## config.mk

```make
export PLATFORM = sky130hd
export DESIGN_NAME = tone_bank_generator
export DESIGN_NICKNAME = d
export VERILOG_FILES = /design/src/rtl/tone_bank_generator.sv
export SDC_FILE = /design/constraint.sdc
export NUM_CORES = 2
export LEC_CHECK = 0
export CAP_MARGIN = 20
export CORE_ASPECT_RATIO = 0.5
export CORE_UTILIZATION = 65
export DETAILED_ROUTE_END_ITERATION = 8
export MAX_ROUTING_LAYER = met4
export PLACE_DENSITY = 0.84
export SYNTH_ARGS = -nofsm -noshare
export SYNTH_HDL_FRONTEND = slang
export SYNTH_SLANG_ARGS = --single-unit
export TNS_END_PERCENT = 5
```

## constraint.sdc

```tcl
create_clock -name clk -period 14.9 [get_ports clk]
set_clock_uncertainty 0.15 [all_clocks]
set_input_delay 2.235 -clock clk [delete_from_list [all_inputs] [get_ports clk]]
set_output_delay 2.235 -clock clk [all_outputs]
set_load 0.01 [all_outputs]
```

## src/rtl/tone_bank_generator.sv

```systemverilog
// tone_bank_generator: CHANNELS independent square-wave tone channels with glitch-free period/duty reload.
// Optional TONE_BANK_SYNC_EN adds a `sync` input that realigns all enabled, loaded channels.
module tone_bank_generator #(
    parameter int CHANNELS      = 4,
    parameter int CNT_W         = 32,
    parameter int DUTY_W        = 8,
    parameter int CLK_PERIOD_NS = 20
) (
    input  logic                            clk,
    input  logic                            rst,
`ifdef TONE_BANK_SYNC_EN
    input  logic                            sync,
`endif
    input  logic [CHANNELS-1:0]             en,
    input  logic [CHANNELS*CNT_W-1:0]       period,
    input  logic [CHANNELS*DUTY_W-1:0]      duty,
    output logic [CHANNELS-1:0]             wave,
    output logic [CHANNELS-1:0]             tick,
    output logic [$clog2(CHANNELS+1)-1:0]   mix
);
    localparam int MW = $clog2(CHANNELS+1);
    localparam logic [CNT_W:0] STEP = (CNT_W+1)'(CLK_PERIOD_NS);

    logic do_sync;
`ifdef TONE_BANK_SYNC_EN
    assign do_sync = sync;
`else
    assign do_sync = 1'b0;
`endif

    for (genvar c = 0; c < CHANNELS; c++) begin : g_ch
        logic [CNT_W-1:0] acc, p_sh, hi_sh, p_in, hi_new;
        logic [DUTY_W-1:0] d_in;
        logic [CNT_W+DUTY_W-1:0] prod;
        logic [CNT_W:0] nxt;
        logic loaded, valid, wrap, w, t;
        assign p_in   = period[c*CNT_W +: CNT_W];
        assign d_in   = duty[c*DUTY_W +: DUTY_W];
        assign prod   = (CNT_W+DUTY_W)'(p_in) * (CNT_W+DUTY_W)'(d_in);
        assign hi_new = CNT_W'(prod >> DUTY_W);
        assign nxt    = {1'b0, acc} + STEP;
        assign wrap   = nxt >= {1'b0, p_sh};
        assign valid  = {1'b0, p_sh} >= STEP;
        // Shadow regs reload only on first enable, wrap, sync or while invalid, so a running period never glitches.
        always_ff @(posedge clk or posedge rst) begin
            if (rst) begin
                acc    <= '0;
                p_sh   <= '0;
                hi_sh  <= '0;
                loaded <= 1'b0;
                w      <= 1'b0;
                t      <= 1'b0;
            end else if (!en[c]) begin
                acc    <= '0;
                loaded <= 1'b0;
                w      <= 1'b0;
                t      <= 1'b0;
            end else if (!loaded || do_sync || !valid || wrap) begin
                p_sh   <= p_in;
                hi_sh  <= hi_new;
                acc    <= '0;
                loaded <= 1'b1;
                w      <= loaded && !do_sync && valid && (acc < hi_sh);
                t      <= loaded && !do_sync && valid;
            end else begin
                acc <= nxt[CNT_W-1:0];
                w   <= acc < hi_sh;
                t   <= 1'b0;
            end
        end
        assign wave[c] = w;
        assign tick[c] = t;
    end

    logic [MW-1:0] pc;
    always_comb begin
        pc = '0;
        for (int i = 0; i < CHANNELS; i++) pc = pc + MW'(wave[i]);
    end

    always_ff @(posedge clk or posedge rst) begin
        if (rst) mix <= '0;
        else     mix <= pc;
    end
endmodule
```

* Yosys cells after proc, flatten, opt, wreduce, memory -nomap -nowiden
Index checks and enable logic that the tools add are counted.
Word-level totals: flip-flop bits (word level) 399, bits of input ports 166, output and inout bits 11, logic and storage cells 112
Operators by class: $add $sub $neg 7, multiply operators 4, order comparisons 12, eq/ne operators 4, muxes and demuxes 32, reductions and logical operators 28
Operators by type and width (number):
- two-way mux 32 bit | 8
- multiplier 32 x 8 -> 40 bit | 4
- adder 32 x 5 -> 33 bit, second input constant | 4
- greater-or-equal comparator 33 x 32 -> 1 bit | 4
- greater-or-equal comparator 32 x 5 -> 1 bit, second input constant | 4
- < comparator 32 bit | 4
- two-way mux 1 bit | 24
- logical AND 1 bit | 8
- zero test 1 bit | 8
- logical OR 1 bit | 8
- != test 2 x 1 -> 1 bit, second input constant | 4
- AND reduction 2 bit | 4
- adder 2 x 1 -> 3 bit | 1
- adder 3 x 1 -> 3 bit | 1
- adder 1 x 1 -> 2 bit | 1

* Depth between registers and ports, before layout
depth after elaboration 6, depth in mapped cells 21, depth with buffers taken out 19

* Worst setup path after synthesis
No wires, ideal clock.
path type input port to flip-flop, start point input duty[26], end point register g_ch[3].hi_sh[26], setup time 0.120 ns, arrival 7.075 ns, required time 14.630 ns, setup slack 7.556 ns, cell stages on the path 19, buffers on the path 1, path through clkbuf_1 > nand2_1 > fa_1 > inv_1 > fa_1 > fa_1 > inv_1 > fa_1 > inv_1 > ha_1 > nand2_1 > o21ai_0 > a221oi_1 > a31oi_2 > a21oi_1 > o31a_1 > o21a_1 > or4_1 > and3_1
Between the ends: cells in the longest elaborated chain, start to end 1
RTL lines:
- start: declaration | line 16 | input logic [CHANNELS*DUTY_W-1:0] duty,
- multiplier 32 x 8 -> 40 bit | line 39 | assign prod = (CNT_W+DUTY_W)'(p_in) * (CNT_W+DUTY_W)'(d_in);
- end signal: assignment | line 60 | hi_sh <= hi_new;
- end: declaration | line 32 | logic [CNT_W-1:0] acc, p_sh, hi_sh, p_in, hi_new;
Every way passes these cells. A chain may end at the register's enable or synchronous reset.

* Worst setup path after layout
start point input duty[23], end point register g_ch[2].hi_sh[27]
Between the ends: cells in the longest elaborated chain, start to end 1
RTL lines (line):
- multiplier 32 x 8 -> 40 bit | 39
- end signal: assignment | 60
- end: declaration | 32
Every way passes these cells.

==> summary.txt <==
Outcome
  • Outcome: complete, no violations

Setup path
  • R2R cell count: 16
  • CP Max Fanout: 18
  • R2r startpoint: g_ch[1].acc[2]
  • Crit path capture type: register
  • Critical Path RT: 15.19 ns
  • R2r setup slk: 8.53 ns
  • CP Launch Type: input port
  • Worst EP arrival: 8.77 ns
  • Crit path kind: input port to register
  • Worst R2R End: g_ch[1].hi_sh[27]

GRT
  • Largest net degree at the start of global routing: 115
  • Total GRT Usage: 32.7%
  • Gr ovfl total: 0
  • Vias in the first global route: 42,800
  • Antenna violations before repair: 5
  • First-pass GRT wire length: 211 mm

Synthesis
  • Async SR Flop Fraction: 100%
  • Synth Flop Type: dfrtp_1
  • Synth top area share: 27.4%
  • Top cells by area, synth: fa_1 27%, dfrtp_1 19%, ha_1 11%
  • Number of flops mapped to enable cells by yosys: 0
  • Post-synthesis sequential element count: 391
  • Yosys cell types: 77
  • Ys Warns: 0
  • Post-Syn Nets: 7,059
  • Register area share after synthesis: 18.7%
  • Mean Syn Cell Area: 9.19 um^2
  • Post-Syn Area: 52,400 um^2
  • Gate Count Post-Synth: 5,702
  • Yosys top cell by area: fa_1

Detailed routing
  • DR WL/cell: 18.4 um
  • Initial DRC count: 2,930
  • Post-route DRC violation count: 0
  • Via density: 5.83
  • Vias: 40,200
  • Final wirelength: 127 mm
  • Routed Antenna Nets: 0
  • DR pass1 iterations: 5

Clocking
  • CTS Hold Bufs: 0
  • Root Buffer: clkbuf_16
  • Bufs on Longest Clock Path: 3
  • Clock transition at the registers of the reported paths: 0.07 ns
  • Clk sinks: 391
  • Clk_lat worst skew: 0.59 ns
  • CTS buffer count: 42
  • CTS H-tree lvls: 2
  • Post-CTS sizing: 0
  • Setup Fix Bufs, Post-CTS: 0
  • CTS tree: done

Die
  • DIE AREA: 81,800 um^2
  • Die Span Y: 203 um
  • Die width: 403 um
  • Num ports: 177
  • Initial Util: 65.8%
  • Area of the core: 79,600 um^2
  • Standard-cell row count: 73

Min path
  • Hold wc startpoint: g_ch[3].hi_sh[0]
  • Hold Crit Depth: 2
  • Worst min-delay path class: register to register
  • Hold Path End: g_ch[3].hi_sh[0]

STA
  • Minimum clock period: 8.47 ns
  • Setup TNS: 0 ns
  • Slew Limit Fails: 0
  • Final period util: 56.9%
  • RSZ-0062 raised after global routing: false
  • Final setup fails: 0
  • Max frequency: 0.118 GHz
  • Worst Max-Slew Pin Slew: 1.17 ns
  • Final hold vios: 0
  • Max-Slew Margin vs Limit: 21.5%

Power
  • Peak VDD IR: 0.0961 mV
  • Pwr Density: 144 nW/um^2
  • P_leak: 28.7 nW
  • Pwr Total: 8.21 mW

Finish
  • Commonest non-fill, non-tap cell in the layout: inv_1
  • Final nets: 7,126
  • Most frequent cells in the layout: 981 x inv_1, 802 x and2_1, 717 x fa_1, 490 x nand2_1, 474 x ha_1
  • Area Overhead vs Synth: 8.51%
  • Share of cells above drive strength 1: 3.70%
  • # fillers: 5,809

Flow run
  • Max Cap Viol: 0

Placed design
  • DP Wirelength: 97.4 mm
  • PortBufs: 176
  • Routability Congestion: 0.940
stage by stage:
step	hold WS, ns	setup WS [ns]	utilization [%]	cell area (um^2)	std cells
detailed placement	0.322	5.61	69.1	54900	6793
global route	0.346	6.04	71.4	56800	6895
finish	0.333	6.43	71.4	56800	6895
CTS	0.337	6.22	70.9	56400	6871
global placement	0.313	5.71	69.0	54900	6792
floorplan	0.299	1.65	-	52400	5702
where the power goes:
group	internal, mW	switching (mW)
clock network	0.643	0.472
logic	2.32	3.34
registers	1.30	0.127
total	4.27	3.94
logic make-up (layout without fill, tap and decap cells):
logic type / after synthesis / count (layout) / synth area share, %
buffers and inverters: 1173 / 1274 / 8.51
multiplexers: 100 / 100 / 2.09
adder cells (fa/ha/maj): 1191 / 1191 / 38.7
XOR/XNOR: 223 / 223 / 3.73
flip-flops: 391 / 391 / 18.7
AND/OR/NAND/NOR: 1885 / 1885 / 19.6
AO/OA/AOI/OAI: 739 / 739 / 8.72
other: 0 / 5 / 0
registers in the layout, summed over array words and instances, names as in the netlist:
name	count
g_ch.acc	120
g_ch.loaded	4
mix	3
g_ch.hi_sh	128
g_ch.t	4
g_ch.w	4
g_ch.p_sh	128
cell usage after synthesis (20+ instances only):
cell type and instances:
clkbuf_1 167, nor2b_1 108, ha_1 474, xnor2_1 126, nor4_1 31, o21ai_0 233, a21oi_1 196, o21a_1 20
a211oi_1 20, nand4_1 75, fa_1 717, inv_1 982, dfrtp_1 391, nand3_1 89, xor2_1 97, nand2_1 490
mux2_2 74, mux2i_1 26, nor2_1 112, a21o_1 114, and2_1 802, and3_1 62, nor3_1 26, nand2b_1 24
area by class of cell:
class                   instances  area, um^2  area share (%)
diodes                          5        12.5          0.0220
inverters                     982        3690            6.50
multi-input cells            4138       38200            67.2
repair buffers                214        2360            4.16
clock buffers                  53        1150            2.03
well taps                    1087        1360            2.39
clock inverters                25         300           0.528
flip-flops and latches        391        9780            17.2
routing by layer:
| metal | wire length [um] | part of all wire [%] | GRT usage [%] |
|---|---|---|---|
| met1 | 53200 | 42 | 42.1 |
| met2 | 62200 | 49 | 54.5 |
| met3 | 7910 | 6.2 | 3.84 |
| met4 | 3540 | 2.8 | 10.2 |
| met5 | 0 | 0 | - |
worst max-delay path, cell delays in order:
cell and delay (ns):
clkdlybuf4s50_1 0.70, buf_8 0.30, and2_1 0.19, fa_1 0.51, fa_1 0.54, fa_1 0.55
inv_1 0.06, fa_1 0.54, inv_1 0.04, ha_1 0.34, o21a_1 0.15, o32ai_1 0.09
or3_1 0.38, a211oi_1 0.72, o311ai_0 0.31, a21oi_1 0.56, nor2_1 0.17, o2111ai_1 0.24
o221ai_1 0.15
worst max path at each step:
| stage | slack (ns) | endpoint | from |
|---|---|---|---|
| finish | 6.43 | g_ch[2].hi_sh[27] | duty[23] |
| global route | 6.04 | g_ch[2].hi_sh[27] | duty[23] |
| CTS | 6.22 | g_ch[2].hi_sh[27] | duty[20] |
| detailed placement | 5.61 | g_ch[2].hi_sh[27] | duty[20] |
| global placement | 5.71 | g_ch[2].hi_sh[27] | duty[20] |
| floorplan | 1.65 | g_ch[0].acc[10] | rst |
Note: power is estimated with default switching activity, not from simulation.
